===== src/rtl/trap_pkg.sv =====
// Shared types and constants for the trap/interrupt sequencer.
package trap_pkg;

  localparam logic [1:0] PRIV_U = 2'd0;
  localparam logic [1:0] PRIV_S = 2'd1;
  localparam logic [1:0] PRIV_M = 2'd3;

  localparam logic [3:0] IRQ_MEI = 4'd11;
  localparam logic [3:0] IRQ_MSI = 4'd3;
  localparam logic [3:0] IRQ_MTI = 4'd7;

  // mcause interrupt flag position for the default 64-bit datapath
  localparam int MCAUSE_INT_BIT = 63;

  typedef enum logic [1:0] {
    KIND_NONE = 2'd0,
    KIND_TRAP = 2'd1,
    KIND_MRET = 2'd2
  } trap_kind_t;

  typedef enum logic [1:0] {
    ST_IDLE  = 2'd0,
    ST_CMD   = 2'd1,
    ST_REDIR = 2'd2,
    ST_DRAIN = 2'd3
  } trap_state_t;

endpackage


===== src/rtl/trap_ctrl_if.sv =====
// Commit-stage, CSR-file and front-end signals seen by the trap sequencer.
interface trap_ctrl_if #(parameter int XLEN = 64) ();
  import trap_pkg::*;

  logic            commit_valid;
  logic [XLEN-1:0] commit_pc;
  logic            exc_valid;
  logic [3:0]      exc_cause;
  logic [XLEN-1:0] exc_tval;
  logic            mret_valid;
  logic [1:0]      priv;
  logic            mstatus_mie;
  logic [XLEN-1:0] mie;
  logic            irq_meip;
  logic            irq_msip;
  logic            irq_mtip;
  logic [XLEN-1:0] mtvec;
  logic [XLEN-1:0] mepc;
  logic            csr_req;
  trap_kind_t      csr_kind;
  logic [XLEN-1:0] csr_cause;
  logic [XLEN-1:0] csr_epc;
  logic [XLEN-1:0] csr_tval;
  logic            csr_ack;
  logic            redirect_valid;
  logic [XLEN-1:0] redirect_pc;
  logic            flush;
  logic            stall;
  logic            all_ready;
  logic            busy;

  modport slave (
    input  commit_valid, commit_pc, exc_valid, exc_cause, exc_tval, mret_valid,
           priv, mstatus_mie, mie, irq_meip, irq_msip, irq_mtip, mtvec, mepc,
           csr_ack, all_ready,
    output csr_req, csr_kind, csr_cause, csr_epc, csr_tval,
           redirect_valid, redirect_pc, flush, stall, busy
  );

  modport master (
    output commit_valid, commit_pc, exc_valid, exc_cause, exc_tval, mret_valid,
           priv, mstatus_mie, mie, irq_meip, irq_msip, irq_mtip, mtvec, mepc,
           csr_ack, all_ready,
    input  csr_req, csr_kind, csr_cause, csr_epc, csr_tval,
           redirect_valid, redirect_pc, flush, stall, busy
  );

endinterface


===== src/rtl/trap_ctrl_irq_select.sv =====
// Picks the highest-priority enabled machine interrupt (MEI > MSI > MTI).
module irq_select
  import trap_pkg::*;
#(
  parameter int XLEN = 64
) (
  input  logic            irq_meip,
  input  logic            irq_msip,
  input  logic            irq_mtip,
  input  logic [XLEN-1:0] mie,
  input  logic [1:0]      priv,
  input  logic            mstatus_mie,
  output logic            irq_take,
  output logic [3:0]      irq_code
);

  logic global_en;
  logic mei;
  logic msi;
  logic mti;
  logic unused_mie;

  // Below M mode, machine interrupts are always globally enabled
  assign global_en  = (priv != PRIV_M) || mstatus_mie;
  assign mei        = irq_meip && mie[IRQ_MEI];
  assign msi        = irq_msip && mie[IRQ_MSI];
  assign mti        = irq_mtip && mie[IRQ_MTI];
  assign unused_mie = ^mie;

  always_comb begin
    irq_take = 1'b0;
    irq_code = 4'd0;
    if (global_en) begin
      if (mei) begin
        irq_take = 1'b1;
        irq_code = IRQ_MEI;
      end else if (msi) begin
        irq_take = 1'b1;
        irq_code = IRQ_MSI;
      end else if (mti) begin
        irq_take = 1'b1;
        irq_code = IRQ_MTI;
      end
    end
  end

endmodule


===== src/rtl/trap_ctrl.sv =====
// Trap sequencer: arbitrates exception/mret/interrupt, commands the CSR file,
// then redirects/flushes once and holds the pipeline until it drains.
module trap_ctrl
  import trap_pkg::*;
#(
  parameter int XLEN   = 64,
  parameter bit VEC_EN = 1'b1
) (
  input logic        clk,
  input logic        reset,
  trap_ctrl_if.slave bus
);

  trap_state_t     state;
  trap_kind_t      kind_q;
  logic            req_q;
  logic            redir_q;
  logic [XLEN-1:0] cause_q;
  logic [XLEN-1:0] epc_q;
  logic [XLEN-1:0] tval_q;
  logic            irq_take;
  logic [3:0]      irq_code;
  logic            evt;
  logic [XLEN-1:0] base;
  logic [XLEN-1:0] rpc;
  logic            unused_mepc;

  irq_select #(.XLEN(XLEN)) u_irq_select (
    .irq_meip    (bus.irq_meip),
    .irq_msip    (bus.irq_msip),
    .irq_mtip    (bus.irq_mtip),
    .mie         (bus.mie),
    .priv        (bus.priv),
    .mstatus_mie (bus.mstatus_mie),
    .irq_take    (irq_take),
    .irq_code    (irq_code)
  );

  assign evt = bus.exc_valid || bus.mret_valid || (bus.commit_valid && irq_take);

  always_ff @(posedge clk or negedge reset) begin
    if (!reset) begin
      state   <= ST_IDLE;
      kind_q  <= KIND_NONE;
      req_q   <= 1'b0;
      redir_q <= 1'b0;
      cause_q <= '0;
      epc_q   <= '0;
      tval_q  <= '0;
    end else begin
      case (state)
        ST_IDLE: begin
          if (evt) begin
            state <= ST_CMD;
            req_q <= 1'b1;
            if (bus.exc_valid) begin
              kind_q  <= KIND_TRAP;
              cause_q <= XLEN'(bus.exc_cause);
              epc_q   <= bus.commit_pc;
              tval_q  <= bus.exc_tval;
            end else if (bus.mret_valid) begin
              kind_q  <= KIND_MRET;
              cause_q <= '0;
              epc_q   <= '0;
              tval_q  <= '0;
            end else begin
              kind_q  <= KIND_TRAP;
              cause_q <= {1'b1, (XLEN-1)'(irq_code)};
              epc_q   <= bus.commit_pc;
              tval_q  <= '0;
            end
          end
        end
        ST_CMD: begin
          if (bus.csr_ack) begin
            state   <= ST_REDIR;
            req_q   <= 1'b0;
            redir_q <= 1'b1;
          end
        end
        ST_REDIR: begin
          state   <= ST_DRAIN;
          redir_q <= 1'b0;
        end
        ST_DRAIN: begin
          if (bus.all_ready) begin
            state   <= ST_IDLE;
            kind_q  <= KIND_NONE;
            cause_q <= '0;
            epc_q   <= '0;
            tval_q  <= '0;
          end
        end
        default: state <= ST_IDLE;
      endcase
    end
  end

  // Target is built from live mtvec/mepc so it reflects the CSR update just acked
  always_comb begin
    base = {bus.mtvec[XLEN-1:2], 2'b00};
    rpc  = '0;
    if (redir_q) begin
      if (kind_q == KIND_MRET)
        rpc = {bus.mepc[XLEN-1:2], 2'b00};
      else if (VEC_EN && cause_q[XLEN-1] && (bus.mtvec[1:0] == 2'b01))
        rpc = base + {{(XLEN-6){1'b0}}, cause_q[3:0], 2'b00};
      else
        rpc = base;
    end
  end

  assign unused_mepc        = ^bus.mepc[1:0];
  assign bus.csr_req        = req_q;
  assign bus.csr_kind       = kind_q;
  assign bus.csr_cause      = cause_q;
  assign bus.csr_epc        = epc_q;
  assign bus.csr_tval       = tval_q;
  assign bus.redirect_valid = redir_q;
  assign bus.flush          = redir_q;
  assign bus.redirect_pc    = rpc;
  assign bus.busy           = (state != ST_IDLE);
  assign bus.stall          = reset && ((state != ST_IDLE) || evt);

endmodule


===== src/flat_wrapper.sv =====
// flat-port wrapper written by rule: the top's interface ports become plain ports
module trap_ctrl_flat import trap_pkg::*;
#(
  parameter int XLEN   = 64,
  parameter bit VEC_EN = 1'b1
)
  (clk, reset, bus_commit_valid, bus_commit_pc, bus_exc_valid, bus_exc_cause, bus_exc_tval, bus_mret_valid, bus_priv, bus_mstatus_mie, bus_mie, bus_irq_meip, bus_irq_msip, bus_irq_mtip, bus_mtvec, bus_mepc, bus_csr_ack, bus_all_ready, bus_csr_req, bus_csr_kind, bus_csr_cause, bus_csr_epc, bus_csr_tval, bus_redirect_valid, bus_redirect_pc, bus_flush, bus_stall, bus_busy);
  trap_ctrl_if #(.XLEN(XLEN)) bus_i ();
  input logic clk;
  input logic reset;
  input wire logic [$bits(bus_i.commit_valid)-1:0] bus_commit_valid;
  input wire logic [$bits(bus_i.commit_pc)-1:0] bus_commit_pc;
  input wire logic [$bits(bus_i.exc_valid)-1:0] bus_exc_valid;
  input wire logic [$bits(bus_i.exc_cause)-1:0] bus_exc_cause;
  input wire logic [$bits(bus_i.exc_tval)-1:0] bus_exc_tval;
  input wire logic [$bits(bus_i.mret_valid)-1:0] bus_mret_valid;
  input wire logic [$bits(bus_i.priv)-1:0] bus_priv;
  input wire logic [$bits(bus_i.mstatus_mie)-1:0] bus_mstatus_mie;
  input wire logic [$bits(bus_i.mie)-1:0] bus_mie;
  input wire logic [$bits(bus_i.irq_meip)-1:0] bus_irq_meip;
  input wire logic [$bits(bus_i.irq_msip)-1:0] bus_irq_msip;
  input wire logic [$bits(bus_i.irq_mtip)-1:0] bus_irq_mtip;
  input wire logic [$bits(bus_i.mtvec)-1:0] bus_mtvec;
  input wire logic [$bits(bus_i.mepc)-1:0] bus_mepc;
  input wire logic [$bits(bus_i.csr_ack)-1:0] bus_csr_ack;
  input wire logic [$bits(bus_i.all_ready)-1:0] bus_all_ready;
  output wire logic [$bits(bus_i.csr_req)-1:0] bus_csr_req;
  output wire logic [$bits(bus_i.csr_kind)-1:0] bus_csr_kind;
  output wire logic [$bits(bus_i.csr_cause)-1:0] bus_csr_cause;
  output wire logic [$bits(bus_i.csr_epc)-1:0] bus_csr_epc;
  output wire logic [$bits(bus_i.csr_tval)-1:0] bus_csr_tval;
  output wire logic [$bits(bus_i.redirect_valid)-1:0] bus_redirect_valid;
  output wire logic [$bits(bus_i.redirect_pc)-1:0] bus_redirect_pc;
  output wire logic [$bits(bus_i.flush)-1:0] bus_flush;
  output wire logic [$bits(bus_i.stall)-1:0] bus_stall;
  output wire logic [$bits(bus_i.busy)-1:0] bus_busy;
  assign bus_i.commit_valid = bus_commit_valid;
  assign bus_i.commit_pc = bus_commit_pc;
  assign bus_i.exc_valid = bus_exc_valid;
  assign bus_i.exc_cause = bus_exc_cause;
  assign bus_i.exc_tval = bus_exc_tval;
  assign bus_i.mret_valid = bus_mret_valid;
  assign bus_i.priv = bus_priv;
  assign bus_i.mstatus_mie = bus_mstatus_mie;
  assign bus_i.mie = bus_mie;
  assign bus_i.irq_meip = bus_irq_meip;
  assign bus_i.irq_msip = bus_irq_msip;
  assign bus_i.irq_mtip = bus_irq_mtip;
  assign bus_i.mtvec = bus_mtvec;
  assign bus_i.mepc = bus_mepc;
  assign bus_i.csr_ack = bus_csr_ack;
  assign bus_i.all_ready = bus_all_ready;
  assign bus_csr_req = bus_i.csr_req;
  assign bus_csr_kind = bus_i.csr_kind;
  assign bus_csr_cause = bus_i.csr_cause;
  assign bus_csr_epc = bus_i.csr_epc;
  assign bus_csr_tval = bus_i.csr_tval;
  assign bus_redirect_valid = bus_i.redirect_valid;
  assign bus_redirect_pc = bus_i.redirect_pc;
  assign bus_flush = bus_i.flush;
  assign bus_stall = bus_i.stall;
  assign bus_busy = bus_i.busy;
  trap_ctrl #(.XLEN(XLEN), .VEC_EN(VEC_EN)) u_core (.clk(clk), .reset(reset), .bus(bus_i));
endmodule

===== config.mk =====
export PLATFORM = sky130hd
export DESIGN_NAME = trap_ctrl_flat
export DESIGN_NICKNAME = d
export VERILOG_FILES = /design/src/rtl/trap_pkg.sv /design/src/rtl/trap_ctrl_if.sv /design/src/rtl/trap_ctrl_irq_select.sv /design/src/rtl/trap_ctrl.sv /design/src/flat_wrapper.sv
export SDC_FILE = /design/constraint.sdc
export NUM_CORES = 1
export LEC_CHECK = 0
export BUFFER_PORTS_ARGS = -buffer_cell sky130_fd_sc_hd__buf_2
export CAP_MARGIN = 15
export CELL_PAD_IN_SITES_DETAIL_PLACEMENT = 1
export CELL_PAD_IN_SITES_GLOBAL_PLACEMENT = 1
export CORE_AREA = 4 4 230 232
export DETAILED_ROUTE_END_ITERATION = 8
export DIE_AREA = 0 0 234 236
export GPL_TIMING_DRIVEN = 1
export PLACE_DENSITY_LB_ADDON = 0.1
export SETUP_SLACK_MARGIN = 0.2
export SKIP_CTS_REPAIR_TIMING = 1
export SLEW_MARGIN = 20
export SYNTH_ARGS = -nofsm -noshare
export SYNTH_HDL_FRONTEND = slang
export SYNTH_HIERARCHICAL = 1
export SYNTH_SLANG_ARGS = --single-unit

===== constraint.sdc =====
create_clock -name clk -period 6 [get_ports clk]
set_input_delay 0.6 -clock clk [delete_from_list [all_inputs] [get_ports clk]]
set_output_delay 0.6 -clock clk [all_outputs]
set_load 0.05 [all_outputs]

==> flow_metrics.env <==
export IMPL_outcome="finished, final reports clean"
export IMPL_drive_gt1_share_pct=37.3
export IMPL_synth_mux_area_fraction_pct=0.120
export IMPL_cts_buffer_depth=2
export IMPL_synth_simple_gate_area_share_pct=22.3
export IMPL_setup_viol=0
export IMPL_intPower_w=0.00316
export IMPL_finalSetupTns_ns=0
export IMPL_synth_top_area_cell="dfrtp_1"
export IMPL_coreArea_mm2=0.0510
export IMPL_ys_ff_latch=139
export IMPL_critPathMaxFanout=7
export IMPL_syn_avg_cell_area_um2=8.48
export IMPL_sw_frac_of_total_pct=56.8
export IMPL_cp_required_ns=5.40
export IMPL_pin_count=600
export IMPL_dominantRegCellSynth="dfrtp_1"
export IMPL_synth_area_mm2=0.00837
export IMPL_finalClockSkew_ns=0.0116
export IMPL_period_share_pct=71.2
export IMPL_combPwrFrac_pct=61.0
export IMPL_switching_power_w=0.00415
export IMPL_met1_usage_pct=17.9
export IMPL_hold_class="in2async"
export IMPL_insertion_delay_ns=0.44
export IMPL_crit_type="reg2out"
export IMPL_drtIter0Drc=319
export IMPL_tritoncts="yes"
export IMPL_met3_usage_pct=6.74
export IMPL_setup_ws_ns=1.73
export IMPL_die_y_um=236
export IMPL_period_needed_ns=4.27
export IMPL_dieArea_mm2=0.0552
export IMPL_use_met2_pct=26.5
export IMPL_fmax_mhz=234
export IMPL_clk_pin_slew_ns=0.06
export IMPL_yosysTopAreaCellShare_pct=41.5
export IMPL_drt_wl_total_um=44200
export IMPL_ys_warn_count=6
export IMPL_detail_route_antenna_nets=0
export IMPL_pre_cts_ws_ns=1.94
export IMPL_viasPerCell=4.25
export IMPL_synthXorXnorAreaFrac_pct=2.62
export IMPL_tightest_slew_ns=1.06
export IMPL_path_cells="ha_1 > inv_1 > fa_1 > nand2b_1 > a2111o_1 > nor4_2 > a311oi_1 > nor3_1 > buf_2"
export IMPL_grt_pass1_wl_um=64500
export IMPL_multi_input_area_mm2=0.00435
export IMPL_p_leak_nw=5.84
export IMPL_layout_nets=1768
export IMPL_grt_max_degree=113
export IMPL_io_buffers=475
export IMPL_antenna_found_initial=19
export IMPL_htree_levels=4
export IMPL_clock_root_buffer="clkbuf_16"
export IMPL_grt_pass1_vias=9657
export IMPL_ir_drop_mv=0.277
export IMPL_num_vias=9016
export IMPL_start_kind="register"
export IMPL_cp_end_kind="output pin"
export IMPL_rsz0062_at_grt="false"
export IMPL_finalHoldViolCount=0
export IMPL_busiest_layer="met2"
export IMPL_hpwlAfterDp_um=34600
export IMPL_pwr_share_clk_pct=17.1
export IMPL_start_util_pct=16.4
export IMPL_syn_inst=987
export IMPL_slew_violations=0
export IMPL_synthAdderAreaFrac_pct=1.58
export IMPL_max_stage_delay_ns=0.63
export IMPL_gp_congestion=0.744
export IMPL_cap_violations=0
export IMPL_critPathArrivalTime_ns=3.67
export IMPL_pwr_share_seq_pct=21.9
export IMPL_grt_overflow_total=0
export IMPL_grt_util_all_layers_pct=15.4
export IMPL_synth_edf_count=0
export IMPL_yosys_top_cells_area="dfrtp_1 42%, nand2_1 8.1%, o21ai_0 7.8%"
export IMPL_final_util_pct=23.4
export IMPL_p_per_area_mw_per_mm2=611
export IMPL_critical_path_slowest_cell="nor4_2"
export IMPL_synth_top_family_by_area="compound AO/OA/AOI/OAI gates"
export IMPL_clock_sinks=139
export IMPL_slew_headroom_pct=29.2
export IMPL_synth_compound_area_share_pct=22.3
export IMPL_areaGrowthSynthToFinish_pct=42.8
export IMPL_async_flop_share_pct=100
export IMPL_drcViolationCount=0
export IMPL_ys_seq_area_share_pct=41.5
export IMPL_firstDrtPassIters=4
export IMPL_wire_per_inst_um=20.8
export IMPL_synth_distinct_cells=61
export IMPL_register_area_mm2=0.00348
export IMPL_core_rowCount=83
export IMPL_numCtsBuffers=17
export IMPL_fp_dieW_um=234
export IMPL_p_total_w=0.00731
export IMPL_fillCellCount=6140
layer usage:
metal  routed length (um)  vias up
met1                17700     4325
li1                     -     4312
met2                21500      312
met3                 4480       45
met5                  139        -
met4                  364       22
cells in the mapped netlist (3+ instances only):
cell type and number:
a221o_1 4, dfrtp_1 139, and2_1 3, a311oi_1 6, nand4_1 26, a21oi_1 26
a21o_1 3, or4_1 12, a22o_1 65, o31ai_1 9, buf_4 63, nand3_1 24
nand2_1 180, and4_1 6, o21ai_0 131, ha_1 9, a211oi_1 16, and3_1 12
inv_1 16, nor2_1 33, or3_1 11, nor3_1 29, nor4_2 3, nor2b_1 5
xnor2_1 12, nor4_1 6, buf_1 5, a31oi_1 19, clkbuf_1 60, xor2_1 13
sequential cells by signal (all words and copies together) (netlist names):
register and cells:
u_core/bus.flush 1, u_core/bus.csr_kind 2, u_core/bus.csr_epc 64, u_core/bus.csr_cause 5
u_core/bus.csr_req 1, u_core/bus.csr_tval 64, u_core/state 2
logic make-up after synthesis:
family,Yosys count
muxes,1
xor gates and xnor gates,25
and+or+nand+nor,374
other,1
buffers and inverters,147
AOI/OAI and AO/OA,290
adders and majority gates,10
DFF,139
critical path, delay by kind of cell (launching register included):
| family | cells | cell delay (ns) |
|---|---|---|
| AO/OA/AOI/OAI | 2 | 0.75 |
| AND/OR/NAND/NOR | 3 | 1.06 |
| adder cells (fa/ha/maj) | 2 | 0.63 |
| buffers and inverters | 2 | 0.36 |
| flip-flops | 1 | 0.42 |
path summary, 6_finish.rpt:
check,cells after the start,slack [ns],startpoint,end
setup / recovery,9,1.73,u_core/bus.csr_cause[0]$_DFFE_PN0P_,bus_redirect_pc[40]
hold / removal,1,0.18,reset,u_core/bus.csr_tval[42]$_DFFE_PN0P_
setup reg to reg,8,2.42,u_core/state[0]$_DFFE_PN0P_,u_core/bus.csr_epc[45]$_DFFE_PN0P_
hold reg to reg,2,0.47,u_core/bus.csr_tval[12]$_DFFE_PN0P_,u_core/bus.csr_tval[12]$_DFFE_PN0P_
max in group asynchronous,3,4.62,reset,u_core/bus.csr_epc[31]$_DFFE_PN0P_
min in group clk,2,0.38,bus_commit_pc[8],u_core/bus.csr_epc[8]$_DFFE_PN0P_
power by group through the flow:
stage               clock [W]  sequential [W]  combinational (W)
finish                0.00125         0.00160            0.00446
global placement            0         0.00160            0.00453
CTS                   0.00130         0.00161            0.00455
global route          0.00133         0.00166            0.00478
detailed placement          0         0.00160            0.00455
floorplan                   0         0.00301            0.00186
cell usage in the layout, fill, tap and decap left out, types with 16 or more instances in the layout:
cell,n
a211oi_1,16
a21oi_1,26
a22o_1,65
a31oi_1,19
buf_2,474
clkbuf_16,17
conb_1,61
dfrtp_1,138
inv_1,16
nand2_1,179
nand3_1,24
nand4_1,26
nor2_1,33
nor3_1,28
o21ai_0,131
final cells by class:
class | count | area share (%)
clock buffers | 21 | 4.02
multi-input cells | 761 | 36.4
flip-flops and latches | 139 | 29.1
repair buffers | 486 | 20.9
inverters | 16 | 0.503
well taps | 680 | 7.12
clock inverters | 10 | 1.76
diodes | 7 | 0.147
metrics by stage:
| stage | hold slack [ns] | std cells | instance area (um^2) |
|---|---|---|---|
| 2_1_floorplan | 0.304 | 1047 | 8600 |
| 3_3_place_gp | 0.457 | 2081 | 11200 |
| 3_5_place_dp | 0.465 | 2081 | 11200 |
| 4_1_cts | 0.200 | 2112 | 11900 |
| 5_1_grt | 0.222 | 2114 | 11900 |
| 6_report | 0.178 | 2120 | 12000 |
Power figures use the tool's default switching activity.
